## src/rtl/cam_buffer_pkg.sv

```systemverilog
// cam_buffer_pkg
// Shared definitions for the camera frame buffer controller: the sizes of the
// frame buffer RAM and the controller state encoding.
package cam_buffer_pkg;

    // Frame buffer geometry. Pointers must be able to hold DEPTH itself
    // (one past the last address), so DEPTH has to stay below 2**ADDR.
    localparam int CAM_BUF_DEPTH = 16000;
    localparam int CAM_BUF_ADDR  = 16;
    localparam int CAM_BUF_DATA  = 32;

    typedef enum logic [1:0] {
        IDLE     = 2'd0,
        WAIT_SOF = 2'd1,
        CAPTURE  = 2'd2,
        READY    = 2'd3
    } cam_state_t;

endpackage

```

## src/rtl/cam_buffer_ctrl.sv

```systemverilog
// cam_buffer_ctrl
// Sequences the shared camera frame buffer RAM: captures one packed frame
// from the capture pipeline with sequential writes, then serves pipelined
// word-by-word readout to the host side. Capture and readout use the RAM in
// disjoint states, so this block owns every RAM port.
//
// Ports
//   clk, rst_n          clock, synchronous active-low reset
//   capture_start       pulse: arm capture of the next frame
//   frame_start         camera start-of-frame pulse
//   frame_end           camera end-of-frame pulse
//   pixel_valid         pixel_data carries one packed word (no backpressure)
//   pixel_data          packed pixel word
//   rd_start            pulse: rewind the read pointer to 0
//   rd_req              request the next word (may be held every cycle)
//   rd_valid, rd_data   read response, one cycle after an accepted rd_req
//   busy                waiting for start-of-frame or capturing
//   frame_ready         a completed frame is available for readout
//   overflow            sticky: a pixel was dropped because the buffer was full
//   frame_words         word count of the last completed frame
//   ram_wr_*            RAM write port (combinational, same cycle as the pixel)
//   ram_rd_addr/en      RAM read port (combinational, same cycle as rd_req)
//   ram_rd_data         RAM read data, valid one cycle after ram_rd_en
module cam_buffer_ctrl
    import cam_buffer_pkg::*;
#(
    parameter int ADDR  = CAM_BUF_ADDR,
    parameter int DATA  = CAM_BUF_DATA,
    parameter int DEPTH = CAM_BUF_DEPTH
) (
    input  logic            clk,
    input  logic            rst_n,
    input  logic            capture_start,
    input  logic            frame_start,
    input  logic            frame_end,
    input  logic            pixel_valid,
    input  logic [DATA-1:0] pixel_data,
    input  logic            rd_start,
    input  logic            rd_req,
    output logic            rd_valid,
    output logic [DATA-1:0] rd_data,
    output logic            busy,
    output logic            frame_ready,
    output logic            overflow,
    output logic [ADDR-1:0] frame_words,
    output logic [ADDR-1:0] ram_wr_addr,
    output logic [DATA-1:0] ram_wr_data,
    output logic            ram_wr_en,
    output logic [ADDR-1:0] ram_rd_addr,
    output logic            ram_rd_en,
    input  logic [DATA-1:0] ram_rd_data
);

    localparam logic [ADDR-1:0] DEPTH_A = ADDR'(DEPTH);
    localparam logic [ADDR-1:0] ONE_A   = ADDR'(1);

    cam_state_t      state;
    cam_state_t      state_next;
    logic [ADDR-1:0] wr_ptr;
    logic [ADDR-1:0] rd_ptr;
    logic            rd_hit;

    always_ff @(posedge clk) begin
        if (!rst_n) begin
            state <= IDLE;
        end else begin
            state <= state_next;
        end
    end

    // Next state plus the combinational RAM port drive. A pixel that arrives
    // together with frame_start is the first word of the frame, so it goes to
    // address 0 even though wr_ptr has not been cleared yet. Both enables are
    // forced low while reset is asserted so an aborted cycle never touches RAM.
    always_comb begin
        state_next  = state;
        ram_wr_en   = 1'b0;
        ram_wr_addr = wr_ptr;
        ram_wr_data = pixel_data;
        ram_rd_en   = 1'b0;
        ram_rd_addr = rd_ptr;
        case (state)
            IDLE: begin
                if (capture_start) state_next = WAIT_SOF;
            end
            WAIT_SOF: begin
                if (frame_start) begin
                    state_next  = CAPTURE;
                    ram_wr_en   = pixel_valid;
                    ram_wr_addr = '0;
                end
            end
            CAPTURE: begin
                ram_wr_en = pixel_valid && (wr_ptr < DEPTH_A);
                if (frame_end) state_next = READY;
            end
            READY: begin
                if (capture_start) state_next = WAIT_SOF;
                ram_rd_en = rd_req && !rd_start && (rd_ptr < frame_words);
            end
            default: state_next = IDLE;
        endcase
        if (!rst_n) begin
            ram_wr_en = 1'b0;
            ram_rd_en = 1'b0;
        end
    end

    // Pointers, frame bookkeeping and the read response. rd_hit remembers
    // whether last cycle's accepted request actually read the RAM; requests
    // past the end of the frame still answer, but with zero data.
    always_ff @(posedge clk) begin
        if (!rst_n) begin
            wr_ptr      <= '0;
            rd_ptr      <= '0;
            frame_words <= '0;
            overflow    <= 1'b0;
            rd_valid    <= 1'b0;
            rd_hit      <= 1'b0;
        end else begin
            rd_valid <= 1'b0;
            rd_hit   <= 1'b0;
            case (state)
                WAIT_SOF: begin
                    if (frame_start) begin
                        wr_ptr   <= pixel_valid ? ONE_A : '0;
                        overflow <= 1'b0;
                    end
                end
                CAPTURE: begin
                    if (ram_wr_en) wr_ptr <= wr_ptr + ONE_A;
                    if (pixel_valid && !ram_wr_en) overflow <= 1'b1;
                    if (frame_end) begin
                        frame_words <= ram_wr_en ? (wr_ptr + ONE_A) : wr_ptr;
                        rd_ptr      <= '0;
                    end
                end
                READY: begin
                    if (rd_start) begin
                        rd_ptr <= '0;
                    end else if (rd_req) begin
                        rd_valid <= 1'b1;
                        rd_hit   <= ram_rd_en;
                        if (ram_rd_en) rd_ptr <= rd_ptr + ONE_A;
                    end
                end
                default: ;
            endcase
        end
    end

    assign rd_data     = rd_hit ? ram_rd_data : '0;
    assign busy        = (state == WAIT_SOF) || (state == CAPTURE);
    assign frame_ready = (state == READY);

endmodule

```

## config.mk

```make
export PLATFORM = sky130hd
export DESIGN_NAME = cam_buffer_ctrl
export DESIGN_NICKNAME = d
export VERILOG_FILES = /design/src/rtl/cam_buffer_pkg.sv /design/src/rtl/cam_buffer_ctrl.sv
export SDC_FILE = /design/constraint.sdc
export NUM_CORES = 1
export LEC_CHECK = 0
export ABC_AREA = 0
export ABC_CLOCK_PERIOD_IN_PS = 3500
export BUFFER_PORTS_ARGS = -buffer_cell sky130_fd_sc_hd__buf_2
export CORE_AREA = 2 2 94 96
export DETAILED_ROUTE_END_ITERATION = 8
export DIE_AREA = 0 0 96 98
export PLACE_DENSITY_LB_ADDON = 0.25
export SLEW_MARGIN = 25
export SYNTH_ARGS = -nofsm -noshare
export SYNTH_HDL_FRONTEND = slang
export SYNTH_SLANG_ARGS = --single-unit
```

## constraint.sdc

```tcl
create_clock -name clk -period 3.5 [get_ports clk]
set_input_delay 0.7 -clock clk [delete_from_list [all_inputs] [get_ports clk]]
set_output_delay 0.7 -clock clk [all_outputs]
set_load 0.02 [all_outputs]
```

# Word-level counts from Yosys, hierarchy flattened
# Cells that the tools add are included.
dict set report totals {
  input_bits 72
  memories 0
  latch_bits 0
  ramBits 0
  reg_bits 53
  rom_bits 0
}
dict set report classes {
  n_div 0
  shifts 0
  n_bitwise 3
  magnitude_cmp 2
  multipliers 0
  addsub 2
  n_reduce_logical 18
  mux 25
  eq_ne 9
}
# cell n
set op_table {}
lappend op_table {{$mux 16} 8}
lappend op_table {{$pmux 16 s2} 2}
lappend op_table {{$add 16x1->16 const B} 2}
lappend op_table {{$mux 32} 1}
lappend op_table {{$lt 16x14->1 const B} 1}
lappend op_table {{$lt 16x16->1} 1}
lappend op_table {{$mux 1} 8}
lappend op_table {{$mux 2} 3}
lappend op_table {{$ne 2x2->1 const B} 3}
lappend op_table {{$pmux 2 s3} 1}
lappend op_table {{$reduce_and 3->1} 2}
lappend op_table {{$eq 2x2->1 const B} 2}
lappend op_table {{$logic_and 1x1->1} 4}
lappend op_table {{$pmux 1 s2} 2}
lappend op_table {{$reduce_and 2->1} 2}
lappend op_table {{$reduce_and 4->1} 1}
lappend op_table {{$reduce_bool 2->1} 2}
lappend op_table {{$reduce_or 4->1} 1}
lappend op_table {{$ne 3x2->1 const B} 1}
lappend op_table {{$ne 3x3->1 const B} 1}
lappend op_table {{$not 1->1} 3}
lappend op_table {{$reduce_or 3->1} 1}
lappend op_table {{$eq 2x1->1 const B} 1}
lappend op_table {{$logic_not 1->1} 2}
lappend op_table {{4 further kinds} 4}

# Logic depth before layout (Yosys ltp)
dict set report depth {
  ltp_word 9
  ltp_mapped 9
  depth_no_buf 9
}

# Worst setup path before layout
# OpenSTA, ideal clock, no wires.
dict set report synth_path {
  path_kind {reg2out}
  startpoint {register frame_words[15]}
  endpoint {output ram_rd_en}
  t_required_ns 2.800
  path_stages_with_launch 9
  setup_slack_ns 0.573
  arrival_ns 2.227
  cell_sequence {dfxtp_1 > inv_1 > ha_1 > and4_1 > nand4_1 > or4_1 > nand3_1 > clkbuf_1 > inv_1}
}
dict set report synth_via {
  elab_chain_cells 4
}
# item line
set synth_rtl {}
lappend synth_rtl {{start, declared} cam_buffer_ctrl.sv:45} ;# output logic [ADDR-1:0] frame_words,
lappend synth_rtl {{start signal, assigned} cam_buffer_ctrl.sv:134} ;# frame_words <= ram_wr_en ? (wr_ptr + ONE_A) : wr_ptr;
lappend synth_rtl {{$lt 16x16->1} cam_buffer_ctrl.sv:99} ;# ram_rd_en = rd_req && !rd_start && (rd_ptr < frame_words);
lappend synth_rtl {{$logic_and 1x1->1} cam_buffer_ctrl.sv:99}
lappend synth_rtl {{$mux 1} cam_buffer_ctrl.sv:82} ;# case (state)
lappend synth_rtl {{$mux 1} cam_buffer_ctrl.sv:103} ;# if (!rst_n) begin
lappend synth_rtl {{end, declared} cam_buffer_ctrl.sv:50} ;# output logic ram_rd_en,
# Every way passes these cells.

# Worst setup path in the final report
dict set report layout_path {
  startpoint {register state[0]}
  endpoint {output ram_wr_en}
}
dict set report layout_via {
  elab_chain_cells 3
  word_cells_on_any_way 4
  cone_classes {2 x eq/ne; 2 x mux}
}
# item line
set layout_rtl {}
lappend layout_rtl {{start, declared} cam_buffer_ctrl.sv:57} ;# cam_state_t state;
lappend layout_rtl {{start signal, assigned} cam_buffer_ctrl.sv:67} ;# state <= state_next;
lappend layout_rtl {{$eq 2x2->1 or $eq 2x1->1 (tied branches)} cam_buffer_ctrl.sv:82}
lappend layout_rtl {{$pmux 1 s2 (*)} cam_buffer_ctrl.sv:82}
lappend layout_rtl {{$mux 1 (*)} cam_buffer_ctrl.sv:103}
lappend layout_rtl {{end, declared} cam_buffer_ctrl.sv:48} ;# output logic ram_wr_en,
# Mark *: on every way between the ends. The rest lies on a longest branch, timed or not.

==> key figures <==
Setup path
  • Critical path, cell by cell: inv_1 -> ha_1 -> inv_1 -> a2111o_4 -> a21o_1 -> inv_2 -> buf_2
  • Worst path arrival time: 2.47 ns
  • Startpoint Class: register
  • Critical path's largest stage delay: 0.45 ns
  • Worst Path Required: 2.80 ns
  • Worst path slowest cell: a2111o_4
  • Top delay family on crit path: compound AO/OA/AOI/OAI gates
  • Buf/Inv on CP: 4
  • Crit path kind: reg2out
  • Crit path top cell by count: inv_1
  • CP endpoint kind: output port
  • Crit path max fanout: 14

Global route
  • Vias in the first global route: 3162
  • Largest net degree at the start of global routing: 33
  • Total track usage: 0.210
  • Grt ovf: 0
  • First-pass GRT wire length: 15.7 mm
  • Initial antenna violation count: 0

Placement
  • Port bufs: 125
  • HPWL Detailed: 7.73 mm
  • Pre-CTS worst setup slack: 0.688 ns
  • Routability cong.: 0.857
  • Post-DP Area: 4090 sq um

Die
  • Die H: 98 microns
  • Horiz. Die Dim: 96 microns
  • I/O Pins: 190
  • Starting Density: 0.432
  • Std-Cell Rows: 34
  • Core area: 8470 sq um
  • Die area: 9410 sq um

Power
  • Power per cell area: 428 nW/um^2
  • Switch share: 0.389
  • Reg power frac: 0.397
  • Leakage: 1.86 nW
  • Net Sw Power: 0.699 mW
  • Worst VDD drop: 0.000288 V
  • Clk pwr share: 0.230
  • Combinational share of power: 0.373
  • Int Pwr: 1.10 mW

Clock network
  • Clock Root Buffer: clkbuf_8
  • TritonCTS Buffers: 5
  • Clock latency on the worst-skew pair: 0.31 ns
  • CTS tree: done
  • Reg clk slew, reported paths: 0.10 ns
  • CTS max path bufs: 2
  • CTS sink count: 53
  • Postcts setup bufs: 0
  • Post-cts sizing count: 0
  • Hold Buf Count CTS: 0
  • H-tree depth: 2

STA
  • Final hold vios: 0
  • Minimum clock period: 3.17 ns
  • Tightest Pin Transition: 0.892 ns
  • Setup_tns: 0 ns
  • Max Freq: 0.316 GHz
  • RSZ-0062 raised after global routing: false
  • Max_slew headroom: 0.406
  • Fin crit share: 0.905
  • Final setup viols: 0
  • Clk_skew: 0.00803 ns
  • Final WS setup: 0.333 ns
  • Pins Over Slew Limit: 0

Synth
  • Synth top cells by count: dfxtp_1, and2_1, a21oi_1
  • Cell variety after synth: 52
  • Synth Area in Simple Gates: 0.258
  • Post-synthesis sequential area ratio: 0.290
  • Post-synth EDFFs: 0
  • Compound-Gate Fraction of Synth Area: 0.210
  • Count leader, synth: dfxtp_1
  • Share of the synthesized area in the top cell type: 0.290
  • Syn Inst Count: 457
  • Largest family of logic cells by synthesized area: simple AND/OR/NAND/NOR gates
  • Ranking of synthesized cells by area: dfxtp_1, and2_1, ha_1, buf_4, a21oi_1
  • Fraction of the mapped netlist area in adder cells: 0.0718
  • Multiplexer share of the synthesized area: 0.00855
  • Yosys top cell by area: dfxtp_1
  • Main flop type after synthesis: dfxtp_1
  • Synth Area in XOR/XNOR: 0.0383
  • Ys Warns: 0
  • Mean Syn Cell Area: 8.00 sq um
  • Netlist Area Pre-Place: 3660 sq um
  • Seq cells post-synth: 53
  • Net Count, Synth: 550
  • FFs w/ async S/R, synth: 0

Routing
  • DR WL met3: 656 microns
  • Initial detailed-routing violation count: 118
  • Drt pass-1 iters: 4
  • Final ANT Viol Nets: 0
  • Max layer used: met4
  • Vias: 3433
  • Via density: 5.33
  • Routed wire length per instance: 15.4 microns
  • M1 WL: 4.45 mm
  • Met2 WL: 4.65 mm
  • Post-detailed-routing wire length: 9.91 mm
  • DRC violations left: 0

Layout
  • Diodes inserted: 0
  • Synthesis-to-finish area growth: 14.7%
  • Share of cells above drive strength 1: 0.276
  • FILL cells: 866
  • Nets: 629
  • Final Instance Area: 4200 sq um

Hold path
  • Hold Crit Class: reg2reg

Run status
  • Run status: finished clean

Job
  • # Max-Cap Violations: 0
sequential cells by signal, summed over array words and instances (netlist names):
name and count:
ram_rd_addr 16, rd_hit 1, overflow 1, frame_words 16
state 2, rd_valid 1, wr_ptr 16
power by group through the flow:
| stage | sequential [mW] | clock, mW | combinational, mW |
|---|---|---|---|
| 3_5_place_dp | 0.729 | 0 | 0.665 |
| 5_1_grt | 0.725 | 0.452 | 0.744 |
| 2_1_floorplan | 0.767 | 0 | 0.475 |
| 6_report | 0.713 | 0.414 | 0.670 |
| 4_1_cts | 0.715 | 0.424 | 0.673 |
| 3_3_place_gp | 0.725 | 0 | 0.659 |
layer usage:
| layer | vias to the layer above | track usage |
|---|---|---|
| li1 | 1750 | - |
| met1 | 1547 | 0.275 |
| met2 | 119 | 0.341 |
| met3 | 17 | 0.0440 |
| met4 | 0 | 0.0681 |
| met5 | - | 0 |
tightest hold or removal path: stages (launching register included):
cell     delay, ns
dfxtp_1       0.35
nand2_1       0.06
o21ai_0       0.07
placed cells by master, fill, tap and decap left out, drive strengths merged, types with 3 or more instances in the layout:
cell,instances
clkbuf,5
buf,129
inv,25
or3,5
xor2,7
a21oi,35
or4,6
a31oi,13
nand4,11
and2,53
and3,3
a211oi,5
o31ai,9
a2111oi,4
nand2b,6
o21a,3
xnor2,9
nor3,4
nand3,20
nor2,12
ha,21
and4,6
dfxtp,53
nand2,32
o211ai,3
o21ai,34
metrics by stage:
| step | cells | hold slack, ns | util | power (mW) |
|---|---|---|---|---|
| after floorplan | 457 | 0.477 | - | 1.24 |
| after global placement | 637 | 0.493 | 0.483 | 1.38 |
| after detailed placement | 637 | 0.507 | 0.483 | 1.39 |
| after CTS | 644 | 0.521 | 0.496 | 1.81 |
| after global routing | 644 | 0.552 | 0.496 | 1.92 |
| final | 644 | 0.519 | 0.496 | 1.80 |
path summary, 6_finish.rpt:
kind,from,endpoint,slack (ns),cells after the start
worst max-delay path,state[0],ram_wr_en,0.33,7
worst min-delay path,wr_ptr[13],wr_ptr[13],0.52,2
worst max register to register,state[0],frame_words[9],0.78,8
worst min register to register,wr_ptr[13],wr_ptr[13],0.52,2
cells by family after synthesis:
logic type	count (synthesis)
adders and majority gates	21
buffers and inverters	82
xor gates and xnor gates	16
AOI/OAI and AO/OA	117
and+or+nand+nor	165
DFF	53
muxes	3
cell type report:
| class | count | area (sq um) | share of cell area |
|---|---|---|---|
| clock buffer | 5 | 68.8 | 0.0164 |
| clock inverter | 2 | 35.0 | 0.00835 |
| tap | 108 | 135 | 0.0322 |
| timing repair buffer | 129 | 656 | 0.156 |
| inverter | 25 | 93.8 | 0.0224 |
| multi-input combinational | 322 | 2150 | 0.512 |
| sequential | 53 | 1060 | 0.253 |
Power figures use the tool's default switching activity.
